<file path="config.mk">
export PLATFORM = sky130hd
export DESIGN_NAME = clock_set_ctrl
export DESIGN_NICKNAME = d
export VERILOG_FILES = /design/src/rtl/clock_set_ctrl_pkg.sv /design/src/rtl/clock_set_ctrl_btn_debounce.sv /design/src/rtl/clock_set_ctrl.sv
export SDC_FILE = /design/constraint.sdc
export NUM_CORES = 1
export LEC_CHECK = 0
export ABC_CLOCK_PERIOD_IN_PS = 3720
export CAP_MARGIN = 20
export CORE_UTILIZATION = 50
export CTS_BUF_LIST = sky130_fd_sc_hd__clkbuf_4
export DETAILED_ROUTE_END_ITERATION = 12
export PLACE_DENSITY = 0.66
export SLEW_MARGIN = 5
export SYNTH_ARGS = -nofsm -noshare
export SYNTH_HDL_FRONTEND = slang
export SYNTH_SLANG_ARGS = --single-unit
</file>
<file path="constraint.sdc">
create_clock -name clk -period 3.72 [get_ports clk]
set_input_delay 0.744 -clock clk [delete_from_list [all_inputs] [get_ports clk]]
set_output_delay 0.744 -clock clk [all_outputs]
set_load 0.005 [all_outputs]
</file>
<file path="src/rtl/clock_set_ctrl_pkg.sv">
// Shared types, defaults and BCD helpers for the clock-setting controller.
package clock_set_ctrl_pkg;

    typedef enum logic [1:0] {
        RUN     = 2'd0,
        SET_HR  = 2'd1,
        SET_MIN = 2'd2,
        COMMIT  = 2'd3
    } state_e;

    localparam int unsigned DEF_DEBOUNCE_CYCLES = 1_000_000;
    localparam int unsigned DEF_BLINK_CYCLES    = 25_000_000;
    localparam int unsigned DEF_TIMEOUT_CYCLES  = 1_000_000_000;

    typedef struct packed {
        logic [3:0] hr_t;
        logic [3:0] hr_u;
        logic [3:0] mn_t;
        logic [3:0] mn_u;
    } bcd_time_t;

    localparam bcd_time_t RST_TIME = '{hr_t: 4'd1, hr_u: 4'd2, mn_t: 4'd0, mn_u: 4'd0};

    // Anything that is not a legal 12-hour time is forced to a sane default per field.
    function automatic bcd_time_t sanitize(input bcd_time_t t);
        bcd_time_t  r;
        logic [7:0] hr;
        logic [7:0] mn;
        r  = t;
        hr = 8'(t.hr_t) * 8'd10 + 8'(t.hr_u);
        mn = 8'(t.mn_t) * 8'd10 + 8'(t.mn_u);
        if (t.hr_t > 4'd9 || t.hr_u > 4'd9 || hr < 8'd1 || hr > 8'd12) begin
            r.hr_t = 4'd1;
            r.hr_u = 4'd2;
        end
        if (t.mn_t > 4'd9 || t.mn_u > 4'd9 || mn > 8'd59) begin
            r.mn_t = 4'd0;
            r.mn_u = 4'd0;
        end
        return r;
    endfunction

    function automatic bcd_time_t hr_inc(input bcd_time_t t);
        bcd_time_t r;
        r = t;
        if (t.hr_t == 4'd1 && t.hr_u == 4'd2) begin
            r.hr_t = 4'd0;
            r.hr_u = 4'd1;
        end else if (t.hr_u == 4'd9) begin
            r.hr_t = t.hr_t + 4'd1;
            r.hr_u = 4'd0;
        end else begin
            r.hr_u = t.hr_u + 4'd1;
        end
        return r;
    endfunction

    function automatic bcd_time_t mn_inc(input bcd_time_t t);
        bcd_time_t r;
        r = t;
        if (t.mn_t == 4'd5 && t.mn_u == 4'd9) begin
            r.mn_t = 4'd0;
            r.mn_u = 4'd0;
        end else if (t.mn_u == 4'd9) begin
            r.mn_t = t.mn_t + 4'd1;
            r.mn_u = 4'd0;
        end else begin
            r.mn_u = t.mn_u + 4'd1;
        end
        return r;
    endfunction

endpackage

</file>
<file path="src/rtl/clock_set_ctrl_btn_debounce.sv">
// Button conditioner: 2-FF synchronizer, stable-level debounce, one-cycle press pulse.
module btn_debounce
    import clock_set_ctrl_pkg::*;
#(
    parameter int unsigned DEBOUNCE_CYCLES = DEF_DEBOUNCE_CYCLES
) (
    input  logic clk,
    input  logic rst,
    input  logic btn_i,
    output logic press_o
);
    localparam int unsigned CW = (DEBOUNCE_CYCLES > 1) ? $clog2(DEBOUNCE_CYCLES) : 1;

    logic [1:0]    sync_q;
    logic [1:0]    fill_q;
    logic [CW-1:0] cnt_q;
    logic          level_q;
    logic          armed_q;
    logic          press_q;
    logic          s;

    assign s       = sync_q[1];
    assign press_o = press_q;

    // armed_q stays low until the synchronized input has really been seen low,
    // so a button held through reset cannot produce a press on release of reset.
    always_ff @(posedge clk) begin
        if (rst) begin
            sync_q  <= '0;
            fill_q  <= '0;
            cnt_q   <= '0;
            level_q <= 1'b0;
            armed_q <= 1'b0;
            press_q <= 1'b0;
        end else begin
            sync_q  <= {sync_q[0], btn_i};
            fill_q  <= {fill_q[0], 1'b1};
            press_q <= 1'b0;
            if (fill_q[1] && !s) armed_q <= 1'b1;
            if (s == level_q) begin
                cnt_q <= '0;
            end else if (cnt_q == CW'(DEBOUNCE_CYCLES - 1)) begin
                cnt_q   <= '0;
                level_q <= s;
                press_q <= s & armed_q;
            end else begin
                cnt_q <= cnt_q + 1'b1;
            end
        end
    end

endmodule

</file>
<file path="src/rtl/clock_set_ctrl.sv">
// Time-setting front end: two buttons walk RUN -> SET_HR -> SET_MIN -> COMMIT.
module clock_set_ctrl
    import clock_set_ctrl_pkg::*;
#(
    parameter int unsigned DEBOUNCE_CYCLES = DEF_DEBOUNCE_CYCLES,
    parameter int unsigned BLINK_CYCLES    = DEF_BLINK_CYCLES,
    parameter int unsigned TIMEOUT_CYCLES  = DEF_TIMEOUT_CYCLES
) (
    input  logic       clk,
    input  logic       rst,
    input  logic       btn_mode,
    input  logic       btn_inc,
    input  logic [3:0] cur_bcd3,
    input  logic [3:0] cur_bcd2,
    input  logic [3:0] cur_bcd1,
    input  logic [3:0] cur_bcd0,
    output logic       hold,
    output logic       load,
    output logic [3:0] set_bcd3,
    output logic [3:0] set_bcd2,
    output logic [3:0] set_bcd1,
    output logic [3:0] set_bcd0,
    output logic [3:0] blink_mask,
    output logic [1:0] state_o
);
    localparam int unsigned TW = $clog2(TIMEOUT_CYCLES + 1);
    localparam int unsigned BW = (BLINK_CYCLES > 1) ? $clog2(BLINK_CYCLES) : 1;

    logic          mode_p, inc_p;
    state_e        state_q, state_d;
    bcd_time_t     edit_q, edit_d;
    logic [TW-1:0] to_cnt_q, to_cnt_d;
    logic [BW-1:0] blink_cnt_q, blink_cnt_d;
    logic          phase_q, phase_d;
    logic [3:0]    mask_d, mask_q;
    logic          hold_q, load_q;
    logic          in_set, timeout;

    btn_debounce #(.DEBOUNCE_CYCLES(DEBOUNCE_CYCLES)) u_db_mode (
        .clk(clk), .rst(rst), .btn_i(btn_mode), .press_o(mode_p)
    );
    btn_debounce #(.DEBOUNCE_CYCLES(DEBOUNCE_CYCLES)) u_db_inc (
        .clk(clk), .rst(rst), .btn_i(btn_inc), .press_o(inc_p)
    );

    assign in_set  = (state_q == SET_HR) || (state_q == SET_MIN);
    assign timeout = in_set && (to_cnt_q == TW'(TIMEOUT_CYCLES - 1));

    // mode_p is checked first everywhere so a simultaneous inc_p is dropped.
    always_comb begin
        state_d = state_q;
        edit_d  = edit_q;
        case (state_q)
            RUN: if (mode_p) begin
                state_d = SET_HR;
                edit_d  = sanitize({cur_bcd3, cur_bcd2, cur_bcd1, cur_bcd0});
            end
            SET_HR: begin
                if (mode_p)       state_d = SET_MIN;
                else if (inc_p)   edit_d  = hr_inc(edit_q);
                else if (timeout) state_d = RUN;
            end
            SET_MIN: begin
                if (mode_p)       state_d = COMMIT;
                else if (inc_p)   edit_d  = mn_inc(edit_q);
                else if (timeout) state_d = RUN;
            end
            default: state_d = RUN;
        endcase
    end

    always_comb begin
        to_cnt_d = to_cnt_q + 1'b1;
        if (!in_set || state_d != state_q || mode_p || inc_p) to_cnt_d = '0;

        blink_cnt_d = blink_cnt_q + 1'b1;
        phase_d     = phase_q;
        if (state_d == SET_HR && state_q != SET_HR) begin
            blink_cnt_d = '0;
            phase_d     = 1'b0;
        end else if (blink_cnt_q == BW'(BLINK_CYCLES - 1)) begin
            blink_cnt_d = '0;
            phase_d     = ~phase_q;
        end

        mask_d = 4'b0000;
        if (phase_d && state_d == SET_HR)  mask_d = 4'b1100;
        if (phase_d && state_d == SET_MIN) mask_d = 4'b0011;
    end

    always_ff @(posedge clk) begin
        if (rst) begin
            state_q     <= RUN;
            edit_q      <= RST_TIME;
            to_cnt_q    <= '0;
            blink_cnt_q <= '0;
            phase_q     <= 1'b0;
            mask_q      <= '0;
            hold_q      <= 1'b0;
            load_q      <= 1'b0;
        end else begin
            state_q     <= state_d;
            edit_q      <= edit_d;
            to_cnt_q    <= to_cnt_d;
            blink_cnt_q <= blink_cnt_d;
            phase_q     <= phase_d;
            mask_q      <= mask_d;
            hold_q      <= (state_d != RUN);
            load_q      <= (state_d == COMMIT);
        end
    end

    assign state_o    = state_q;
    assign hold       = hold_q;
    assign load       = load_q;
    assign blink_mask = mask_q;
    assign {set_bcd3, set_bcd2, set_bcd1, set_bcd0} = edit_q;

endmodule

</file>
==> metrics.csv <==
metric,value,unit
result of the run,completed,
number of library cell types mapped by synthesis,77,
diode count,0,
hold violation count in the final report,0,
Slew @ Worst Pin,0.797,ns
Chip Height,118,microns
I/O pins,44,
Clk Tree Root Cell,clkbuf_4,
"reg-to-reg slack, setup",1.17,ns
cell depth of the worst hold path,1,
cts-stage hold buffer count,0,
Synth Net Count,828,
drt drc,0,
area growth from synthesis to layout,13.1,%
RSZ-0062 raised after global routing,false,
post-DR vias/cell,5.43,
PnR Total Power,2540,uW
synthesized cell area,0.00677,sq mm
ys async rst share,0,%
Clock Skews,0.0210,ns
TritonCTS clock tree,done,
min Tclk post-route,3.16,ns
DR pass1 iterations,4,
"CTS clk-pin slew, worst paths",0.12,ns
Reg2Reg Launch Point,state_o[0],
share of cells above drive strength 1,7.05,%
Post-DP HPWL,9.85,mm
global-route usage over all layers,20.3,%
critical path type,in -> reg,
data required time of the worst path,4.20,ns
die outline area,0.0140,sq mm
number of flops mapped to enable cells by yosys,0,
number of nets in the finished design,876,
initial cell density of the core,51.1,%
endpoint arrival time on the critical path,3.64,ns
Hold Path Origin,blink_cnt_q[0],
end of the worst register-to-register path,set_bcd1[2],
kind of end point of the critical path,flop,
total setup violations reported at the end of the flow,0,
final sum of negative setup slack,0,ns
Maximum Capacitance Violations,0,
number of I/O port buffers,43,
vias in the first global route,5136,
Yosys warning count,0,
highest net fanout along the worst path,8,
Hold WS,0.450,ns
buffers inserted by post-CTS timing repair,0,
clock latency reported for the late side of the worst-skew pair,0.54,ns
flip-flop and latch count after synthesis,130,
Highest Clock Rate,317,MHz
total length of routed wires,13.5,mm
Die Width,118,microns
depth of the worst register-to-register path,7,
Max Buffers Root-to-Sink,2,
"Period Utilization, post-route",84.9,%
worst supply voltage drop on vdd,0.264,mV
Routed wire per std cell,13.4,microns
number of slew-limit violations in the final report,0,
RePlAce Congestion,0.873,
first-pass GRT wire length,23.4,mm
initial antenna violation count,0,
power per cell area,332,mW/mm^2
Resized Gates After CTS,0,
final antenna-violating net count,0,
path type of the worst min-delay path,reg -> reg,
number of clock buffers inserted by TritonCTS,17,
post-synthesis instance total,776,
largest net degree at the start of global routing,31,
global route overflow,0,
count of routing violations after the opening detailed-route iteration,344,
Core Region,0.0132,sq mm
Setup crit start kind,input port,
Slew HR,46.5,%
total number of vias,5505,
post-synthesis average cell area,8.72,sq um
number of inserted filler cells in the final layout,1204,
CTS Sinks,130,
H-tree depth,4,
standard-cell rows,42,
sequential fraction of the synthesis area,38.5,%
reported leakage power,0.00263,uW
Min-Delay Endpoint,blink_cnt_q[0],
top flip-flop cell by instance count after synthesis,dfxtp_1,
## cell usage in the layout (no fill, tap or decap), types with 13 or more instances in the layout
master	n
nand3_1	44
nand4_1	26
o21ai_0	18
ha_1	28
clkbuf_4	19
and4_1	13
xor2_1	53
and3_1	14
xnor2_1	41
inv_1	31
nand2_1	47
clkdlybuf4s50_1	43
dfxtp_1	130
nor3_1	17
a21oi_1	26
nor2_1	123
## cells by family (layout without fill, tap and decap cells)
kind of cell | count (synthesis) | after routing | synth area share, %
xor gates and xnor gates | 94 | 94 | 12.2
muxes | 2 | 2 | 0.296
adders and majority gates | 32 | 32 | 6.36
buffers and inverters | 53 | 114 | 3.35
and+or+nand+nor | 357 | 357 | 28.0
DFF | 130 | 130 | 38.5
AOI/OAI and AO/OA | 108 | 108 | 11.4
## cells in the mapped netlist (14+ instances only)
master | count | area (sq um)
dfxtp_1 | 130 | 2600
inv_1 | 31 | 116
o21ai_0 | 18 | 90.1
a21oi_1 | 26 | 130
nand2_1 | 47 | 176
nand3_1 | 44 | 220
and3_1 | 14 | 87.6
nand4_1 | 26 | 163
xnor2_1 | 41 | 359
nor3_1 | 17 | 85.1
nor2_1 | 123 | 462
ha_1 | 28 | 350
xor2_1 | 53 | 464
## cell type report
| type | instances | area (sq um) | area share [%] |
|---|---|---|---|
| sequential | 130 | 2600 | 34.0 |
| clock buffer | 19 | 143 | 1.86 |
| timing repair buffer | 51 | 490 | 6.41 |
| clock inverter | 13 | 143 | 1.86 |
| tap | 176 | 220 | 2.88 |
| multi-input combinational | 593 | 3940 | 51.5 |
| inverter | 31 | 116 | 1.52 |
## report_power, final
| group | internal (uW) | switching [uW] |
|---|---|---|
| clock network | 468 | 496 |
| logic | 76.1 | 98.0 |
| registers | 1400 | 5.30 |
| total | 1940 | 600 |
## registers in the layout, indices dropped and copies added (netlist names), 2 cells and up
| register | flops |
|---|---|
| blink_cnt_q | 25 |
| set_bcd2 | 4 |
| u_db_mode.sync_q | 2 |
| state_o | 2 |
| blink_mask | 2 |
| set_bcd1 | 4 |
| u_db_inc.sync_q | 2 |
| set_bcd3 | 4 |
| u_db_mode.cnt_q | 20 |
| u_db_inc.cnt_q | 20 |
| set_bcd0 | 4 |
| to_cnt_q | 30 |
## routing by layer
metal / GRT usage (%) / vias to the layer above / share of wire (%)
met5: 0 / - / 0
met3: 4.97 / 14 / 3.3
li1: - / 2825 / -
met4: 5.85 / 0 / 1.2
met2: 34.1 / 75 / 48
met1: 25.7 / 2591 / 48
## stage by stage
step	setup WS, ns	utilization [%]	instances	cell area [sq um]
final	0.561	57.8	1013	7650
after global routing	0.365	57.8	1013	7650
after CTS	0.641	57.8	1013	7650
after detailed placement	0.0554	55.6	981	7370
after global placement	0.218	55.6	981	7370
after floorplan	0.778	-	776	6770
## how the worst max path moves through the flow
stage           startpoint     endpoint  slack, ns  depth (start not counted)
6_report       cur_bcd1[2]  set_bcd0[3]       0.56                         10
5_1_grt        cur_bcd1[2]  set_bcd1[2]       0.36                         10
4_1_cts        cur_bcd1[2]  set_bcd0[2]       0.64                         10
3_5_place_dp   cur_bcd1[2]  set_bcd0[3]       0.06                         10
3_3_place_gp   cur_bcd1[2]  set_bcd0[3]       0.22                         10
2_1_floorplan  cur_bcd3[1]  set_bcd2[1]       0.78                          9
## critical path: stages
cell	delay, ns
clkdlybuf4s50_1	0.61
ha_1	0.23
ha_1	0.17
inv_1	0.05
fa_1	0.51
nand2b_1	0.22
o31ai_1	0.11
nor3_1	0.63
o211ai_1	0.18
a31oi_1	0.19
No activity file was read; power rests on OpenSTA's default activity.
